$ cat src/rtl/corefifo_gray_bin_pipe.sv
// corefifo_gray_bin_pipe
//   Pipelined gray <-> binary converter for FIFO pointer paths. NUM_CH
//   independent lanes of W = ADDRWIDTH+1 bits travel together through
//   PIPE_STAGES register stages under a valid/ready handshake.
//   MODE 0: gray-to-binary. The MSB-first XOR chain is split so that each
//           stage resolves ceil(W/PIPE_STAGES) bits. A stage register holds
//           already-resolved binary bits on top and raw gray bits below.
//   MODE 1: binary-to-gray. This is computed in stage 1, and the remaining
//           stages only add delay.
//
// Optional feature macro: COREFIFO_GRAY_CHK_EN
//   When defined, a per-lane checker flags (sticky) any accepted gray-side
//   value that differs from the previous accepted one in more than one bit.
//   When undefined, gray_err is tied to 0.
//
// Ports
//   CLK        in   clock, rising edge
//   RESET      in   synchronous, active-high reset
//   in_valid   in   input transfer valid
//   in_ready   out  stage 1 can load (never depends on in_valid)
//   in_data    in   NUM_CH*W, lane c at [c*W +: W]
//   out_valid  out  last stage holds a result
//   out_ready  in   downstream accepts the result
//   out_data   out  converted lanes, same packing as in_data
//   gray_err   out  NUM_CH sticky gray-sequence error flags
module corefifo_gray_bin_pipe #(
    parameter int ADDRWIDTH   = 3,
    parameter int NUM_CH      = 1,
    parameter int PIPE_STAGES = 1,
    parameter int MODE        = 0
) (
    input  logic                                CLK,
    input  logic                                RESET,
    input  logic                                in_valid,
    output logic                                in_ready,
    input  logic [NUM_CH*(ADDRWIDTH+1)-1:0]     in_data,
    output logic                                out_valid,
    input  logic                                out_ready,
    output logic [NUM_CH*(ADDRWIDTH+1)-1:0]     out_data,
    output logic [NUM_CH-1:0]                   gray_err
);

    localparam int W   = ADDRWIDTH + 1;
    localparam int DW  = NUM_CH * W;
    localparam int BPS = (PIPE_STAGES < 1) ? W : (W + PIPE_STAGES - 1) / PIPE_STAGES;

    if (PIPE_STAGES < 1 || PIPE_STAGES > W) begin : g_bad_pipe_stages
        $error("corefifo_gray_bin_pipe: PIPE_STAGES must be within 1..ADDRWIDTH+1");
    end
    if (NUM_CH < 1 || NUM_CH > 8) begin : g_bad_num_ch
        $error("corefifo_gray_bin_pipe: NUM_CH must be within 1..8");
    end

    // Resolve gray bits lo..hi into binary. The bit directly above hi is
    // either the MSB (binary MSB equals gray MSB) or was resolved by an
    // earlier stage, so the chain can simply continue from it.
    function automatic logic [W-1:0] f_g2b_part(input logic [W-1:0] x,
                                                input int lo,
                                                input int hi);
        logic [W-1:0] y;
        y = x;
        for (int i = W - 2; i >= 0; i--) begin
            if (i >= lo && i <= hi) begin
                y[i] = y[i+1] ^ x[i];
            end
        end
        return y;
    endfunction

    function automatic logic [W-1:0] f_b2g(input logic [W-1:0] b);
        return b ^ (b >> 1);
    endfunction

    logic [PIPE_STAGES-1:0] r_valid;
    logic [DW-1:0]          r_data [PIPE_STAGES];

    logic [PIPE_STAGES-1:0] w_load;
    logic [PIPE_STAGES-1:0] w_up_valid;
    logic [DW-1:0]          w_up_data [PIPE_STAGES];
    logic [DW-1:0]          w_next    [PIPE_STAGES];

    always_comb begin : c_pipe
        logic w_room;
        int   lo;
        int   hi;
        w_room = out_ready;
        w_load = '0;
        lo     = 0;
        hi     = 0;

        w_up_valid[0] = in_valid;
        w_up_data[0]  = in_data;
        for (int s = 1; s < PIPE_STAGES; s++) begin
            w_up_valid[s] = r_valid[s-1];
            w_up_data[s]  = r_data[s-1];
        end

        // A stage may load if it, or any stage downstream of it, is empty,
        // or if the output is being taken this cycle. Walking from the
        // output end keeps this a simple OR chain with no loop.
        for (int s = PIPE_STAGES - 1; s >= 0; s--) begin
            w_room    = w_room | ~r_valid[s];
            w_load[s] = w_room;
        end

        for (int s = 0; s < PIPE_STAGES; s++) begin
            w_next[s] = w_up_data[s];
            hi = W - 1 - s * BPS;
            lo = W - (s + 1) * BPS;
            if (lo < 0) begin
                lo = 0;
            end
            for (int c = 0; c < NUM_CH; c++) begin
                if (MODE == 0) begin
                    w_next[s][c*W +: W] = f_g2b_part(w_up_data[s][c*W +: W], lo, hi);
                end else if (s == 0) begin
                    w_next[s][c*W +: W] = f_b2g(w_up_data[s][c*W +: W]);
                end
            end
        end
    end

    always_ff @(posedge CLK) begin
        if (RESET) begin
            r_valid <= '0;
            for (int s = 0; s < PIPE_STAGES; s++) begin
                r_data[s] <= '0;
            end
        end else begin
            for (int s = 0; s < PIPE_STAGES; s++) begin
                if (w_load[s]) begin
                    r_valid[s] <= w_up_valid[s];
                    // Data only moves with a valid entry, which keeps the
                    // output register quiet between transfers.
                    if (w_up_valid[s]) begin
                        r_data[s] <= w_next[s];
                    end
                end
            end
        end
    end

    assign in_ready  = w_load[0];
    assign out_valid = r_valid[PIPE_STAGES-1];
    assign out_data  = r_data[PIPE_STAGES-1];

`ifdef COREFIFO_GRAY_CHK_EN
    logic [DW-1:0]     w_gray_side;
    logic [NUM_CH-1:0] w_multi;
    logic [DW-1:0]     r_last;
    logic [NUM_CH-1:0] r_seen;
    logic [NUM_CH-1:0] r_err;

    // In MODE 1 the gray-side value is the freshly encoded stage-1 result.
    assign w_gray_side = (MODE == 0) ? in_data : w_next[0];

    always_comb begin : c_gray_chk
        logic [W-1:0] w_diff;
        w_diff  = '0;
        w_multi = '0;
        for (int c = 0; c < NUM_CH; c++) begin
            w_diff     = r_last[c*W +: W] ^ w_gray_side[c*W +: W];
            // More than one bit set: clearing the lowest set bit leaves
            // something behind.
            w_multi[c] = (w_diff & (w_diff - W'(1))) != '0;
        end
    end

    always_ff @(posedge CLK) begin
        if (RESET) begin
            r_last <= '0;
            r_seen <= '0;
            r_err  <= '0;
        end else if (in_valid && w_load[0]) begin
            r_last <= w_gray_side;
            r_seen <= '1;
            r_err  <= r_err | (r_seen & w_multi);
        end
    end

    assign gray_err = r_err;
`else
    assign gray_err = '0;
`endif

endmodule
$ cat config.mk
export PLATFORM = sky130hd
export DESIGN_NAME = corefifo_gray_bin_pipe
export DESIGN_NICKNAME = d
export VERILOG_FILES = /design/src/rtl/corefifo_gray_bin_pipe.sv
export SDC_FILE = /design/constraint.sdc
export NUM_CORES = 1
export LEC_CHECK = 0
export ABC_AREA = 1
export CAP_MARGIN = 0
export CORE_AREA = 2 2 39 41
export DETAILED_ROUTE_END_ITERATION = 6
export DIE_AREA = 0 0 41 43
export GPL_ROUTABILITY_DRIVEN = 0
export SLEW_MARGIN = 20
export SYNTH_ARGS = -nofsm -noshare
export SYNTH_HDL_FRONTEND = slang
export SYNTH_SLANG_ARGS = --single-unit
$ cat constraint.sdc
create_clock -name CLK -period 1 [get_ports CLK]
set_clock_uncertainty 0.15 [all_clocks]
set_input_delay 0.1 -clock CLK [delete_from_list [all_inputs] [get_ports CLK]]
set_output_delay 0.1 -clock CLK [all_outputs]
set_load 0.005 [all_outputs]
Word level (Yosys, flattened, before mapping)
Memories as Yosys holds them, arrays and structs flattened. Index checks and enable logic that the tools add are counted.

Register bits after elaboration: 1. Bits in latches: 0. Bits in writable memories: 4. Memory bits (read-only): 0. Input bits: 8. Output and inout bits: 7. Logic and storage cells: 16. Memories: 1.

Memories: r_data (words 1, width 4, read ports 1, clocked after memory_dff 0, wr ports 1, line 75) `logic [DW-1:0] r_data [PIPE_STAGES];`.

Add/subtract/negate cells: 0. $mul: 0. Div/mod/pow operators: 0. Magnitude comparators: 0. Equal/unequal tests: 0. Shift-type cells: 0. Multiplexer cells: 8. Bitwise logic cells: 5. Reductions and logical operators: 1.

Operator list (count): $mux 1 (7); $mux 4 (1); $reduce_or 4->1 (1); $xor 1x1->1 (3); $not 1->1 (1); $or 1x1->1 (1).

Depth between registers and ports, before layout
Word-level depth: 7. Depth in mapped cells: 6. Depth with buffers taken out: 6.

Least setup slack after synthesis
No wires, ideal clock.

Kind: reg-to-reg. Start: reg r_valid (netlist: out_valid). End: mem r_data[0][0] (netlist name) (enable). Library setup time: 307 ps. Arrival: 642 ps. Data required time: 543 ps. Setup slack: -99 ps. Stages on the path, launching flop included: 3. Path buffers: 0. Clock period less this slack: 1099 ps. Cell sequence: dfxtp_1 a21oi_1 or2_1.

Cells in the longest elaborated chain, start to end: 7.

RTL lines: from (decl) (line 74) `logic [PIPE_STAGES-1:0] r_valid;`; from (signal, indexed assignment) (line 132) `r_valid[s] <= w_up_valid[s];`; $not 1->1 (*) (line 102) `w_room = w_room | ~r_valid[s];`; $or 1x1->1 (*) (line 102); $mux 1 (*) (line 131) `if (w_load[s]) begin`; $mux 1 (*) (line 124) `if (RESET) begin`; $mux 1 (not written as such) (*) (line 136) `r_data[s] <= w_next[s];`; $reduce_or 4->1 (no line); $mux 1 (no line) (*); to (decl) (line 75).

Every way passes the cells marked *; elsewhere a longest branch is shown, timed or not.

Final worst setup path
Start: reg r_valid (netlist: out_valid). End: mem r_data[0][3] (netlist name) (enable).

Same word-level chain as after synthesis.

==> metrics <==
outcome finished with violations; failing checks negative setup slack; arrival time worst endpoint 0.87 ns; TritonRoute pass-1 iters 2; largest area contributor in the netlist edfxtp_1; most frequent cells in the layout 5 x nand2_1, 5 x dlygate4sd2_1, 5 x buf_2; Pins Over Slew Limit 0; row count 14; Synth top area share 43.8%; DR DRC count 0; CTS buffer count 3; Root Driver clkbuf_4; post-synthesis cell type count 14; setup_tns -0.304 ns; wire length per cell 7.18 µm; number of global-route vias before repair 228; vias 266; ANT cells 0; max_cap viols 0; crit path from out_valid; initial drt markers 2; core box area 1380 µm²; floorplan die height 43 µm; reg2reg start out_valid; GRT Total Usage 6.88%; cell area after layout 469 µm²; crit-path leading delay family flip-flops; share of cells above drive strength 1 55.8%; placed cell areas 452 µm²; CTS tree built; critical path's slowest cell dfxtp_4; Final #Nets 61; die area 1760 µm²; final worst slack -0.0739 ns; Seq/Total Area, Yosys 51.1%; Final Setup Violations 6; YS warnings 0; first-pass GRT wire length 807 µm; hold_ws 0.133 ns; starting density of the core 19.8%; Crit Path Class flip-flop to flip-flop; Buf/Inv on CP 0; Fin. Hold Viols 0; area grow syn2layout 71.2%; final worst-path cycle share 107%; worst-path cell chain a21oi_4, or2_4; post-layout util 33.9%; Mapped Cells 32; largest net degree at the start of global routing 5; vias per cell 3.91; Clock Pin Slew Worst Setup and Hold Paths 0.05 ns; Synth area leaders edfxtp_1 44%, nand2_1 9.6%, a21oi_1 7.3%; count of buffers from port buffering 13; Routed Wire Length 488 µm; unrepaired setup endpoints after global routing true; ANT nets after route 0; Hold Crit Class input pin to flip-flop; minimum clock period 1.07 ns; Avg Inst Size Synth 8.56 µm²; gr ovfl total 0; antenna violations before repair 0; post-DP HPWL 407 µm; Worst IR Drop VDD 406 µV; Setup Slack @ Placement -0.433 ns; syn_nets 40; Top-Level Pins 15; TritonCTS Sinks 5; CP max FO 4; Worst path max stage delay 0.35 ns; leak pwr 0.226 nW; nature of the critical path endpoint flip-flop; pwr/cell area 1260 nW/µm²; hold path start out_ready; die width 41 µm; Highest Clock Rate 0.931 GHz; Synth Register Bits 5; Clock H-tree levels 1; worst path required time 0.80 ns; Setup Fix Bufs, Post-CTS 0; CP startpoint kind flip-flop; synthesized area 274 µm²; Worst-Skew Late Latency 0.24 ns; clk buf depth 2
-- per-layer routing --
layer | GRT usage [%] | up-vias | share of wire [%]
li1 | - | 139 | -
met1 | 8.22 | 118 | 36
met2 | 9.69 | 9 | 55
met3 | 1.57 | 0 | 8.0
met4 | 6.00 | 0 | 0
met5 | 0 | - | 0
-- flip-flops by register name, indices dropped and copies added, names as in the netlist --
signal and flops:
r_data 4, out_valid 1
-- worst register-to-register path: stages (launching register included) --
cell     delay [ns]
dfxtp_4        0.35
a21oi_4        0.13
or2_4          0.15
-- layout make-up --
cell class / instances / area, µm²
Clock buffer: 4 / 26.3
Tap cell: 16 / 20.0
Multi-Input combinational cell: 19 / 129
Inverter: 7 / 26.3
Sequential cell: 5 / 144
Timing Repair Buffer: 17 / 124
Fill cell: 158 / 915
-- per-stage QoR --
stage | total power, W | instances
after global placement | 0.000376 | 64
final | 0.000590 | 68
after floorplan | 0.000299 | 32
after CTS | 0.000587 | 68
after detailed placement | 0.000378 | 64
after global routing | 0.000631 | 68
-- power by group --
group	internal, W	leakage, nW	total, W	switching, W
clock	0.000151	0.0150	0.000228	0.0000778
sequential	0.000242	0.0526	0.000248	0.00000563
combinational	0.0000593	0.159	0.000115	0.0000553
-- Yosys cell counts --
library cell / count
nand2_1: 7
inv_1: 5
a21oi_1: 4
edfxtp_1: 4
inv_2: 2
nand3_2: 2
a21oi_2: 1
buf_4: 1
conb_1: 1
dfxtp_1: 1
nand2_2: 1
nand3_1: 1
nor2_1: 1
or2_1: 1
-- final timing paths --
path / slack (ns) / depth (start not counted) / to
worst max register to register: -0.07 / 2 / r_data[0][3]
worst min-delay path: 0.13 / 4 / out_valid
worst max-delay path: -0.07 / 2 / r_data[0][3]
worst min register to register: 0.35 / 2 / out_valid
-- kinds of logic (layout without fill, tap and decap cells) --
family                 after synthesis  after routing  share of synthesized area (%)
buffers and inverters                8             28                           12.3
AO/OA/AOI/OAI                        5              5                           10.5
flip-flops                           5              5                           51.1
other                                1              1                           1.37
AND/OR/NAND/NOR                     13             13                           24.7
-- timing repair --
item | CTS | global route
gates resized for setup | 30 | 8
hold buffers | 0 | 0
endpoints found under the setup margin | 14 | 10
pin swaps | 3 | 3
Power figures use the tool's default switching activity.
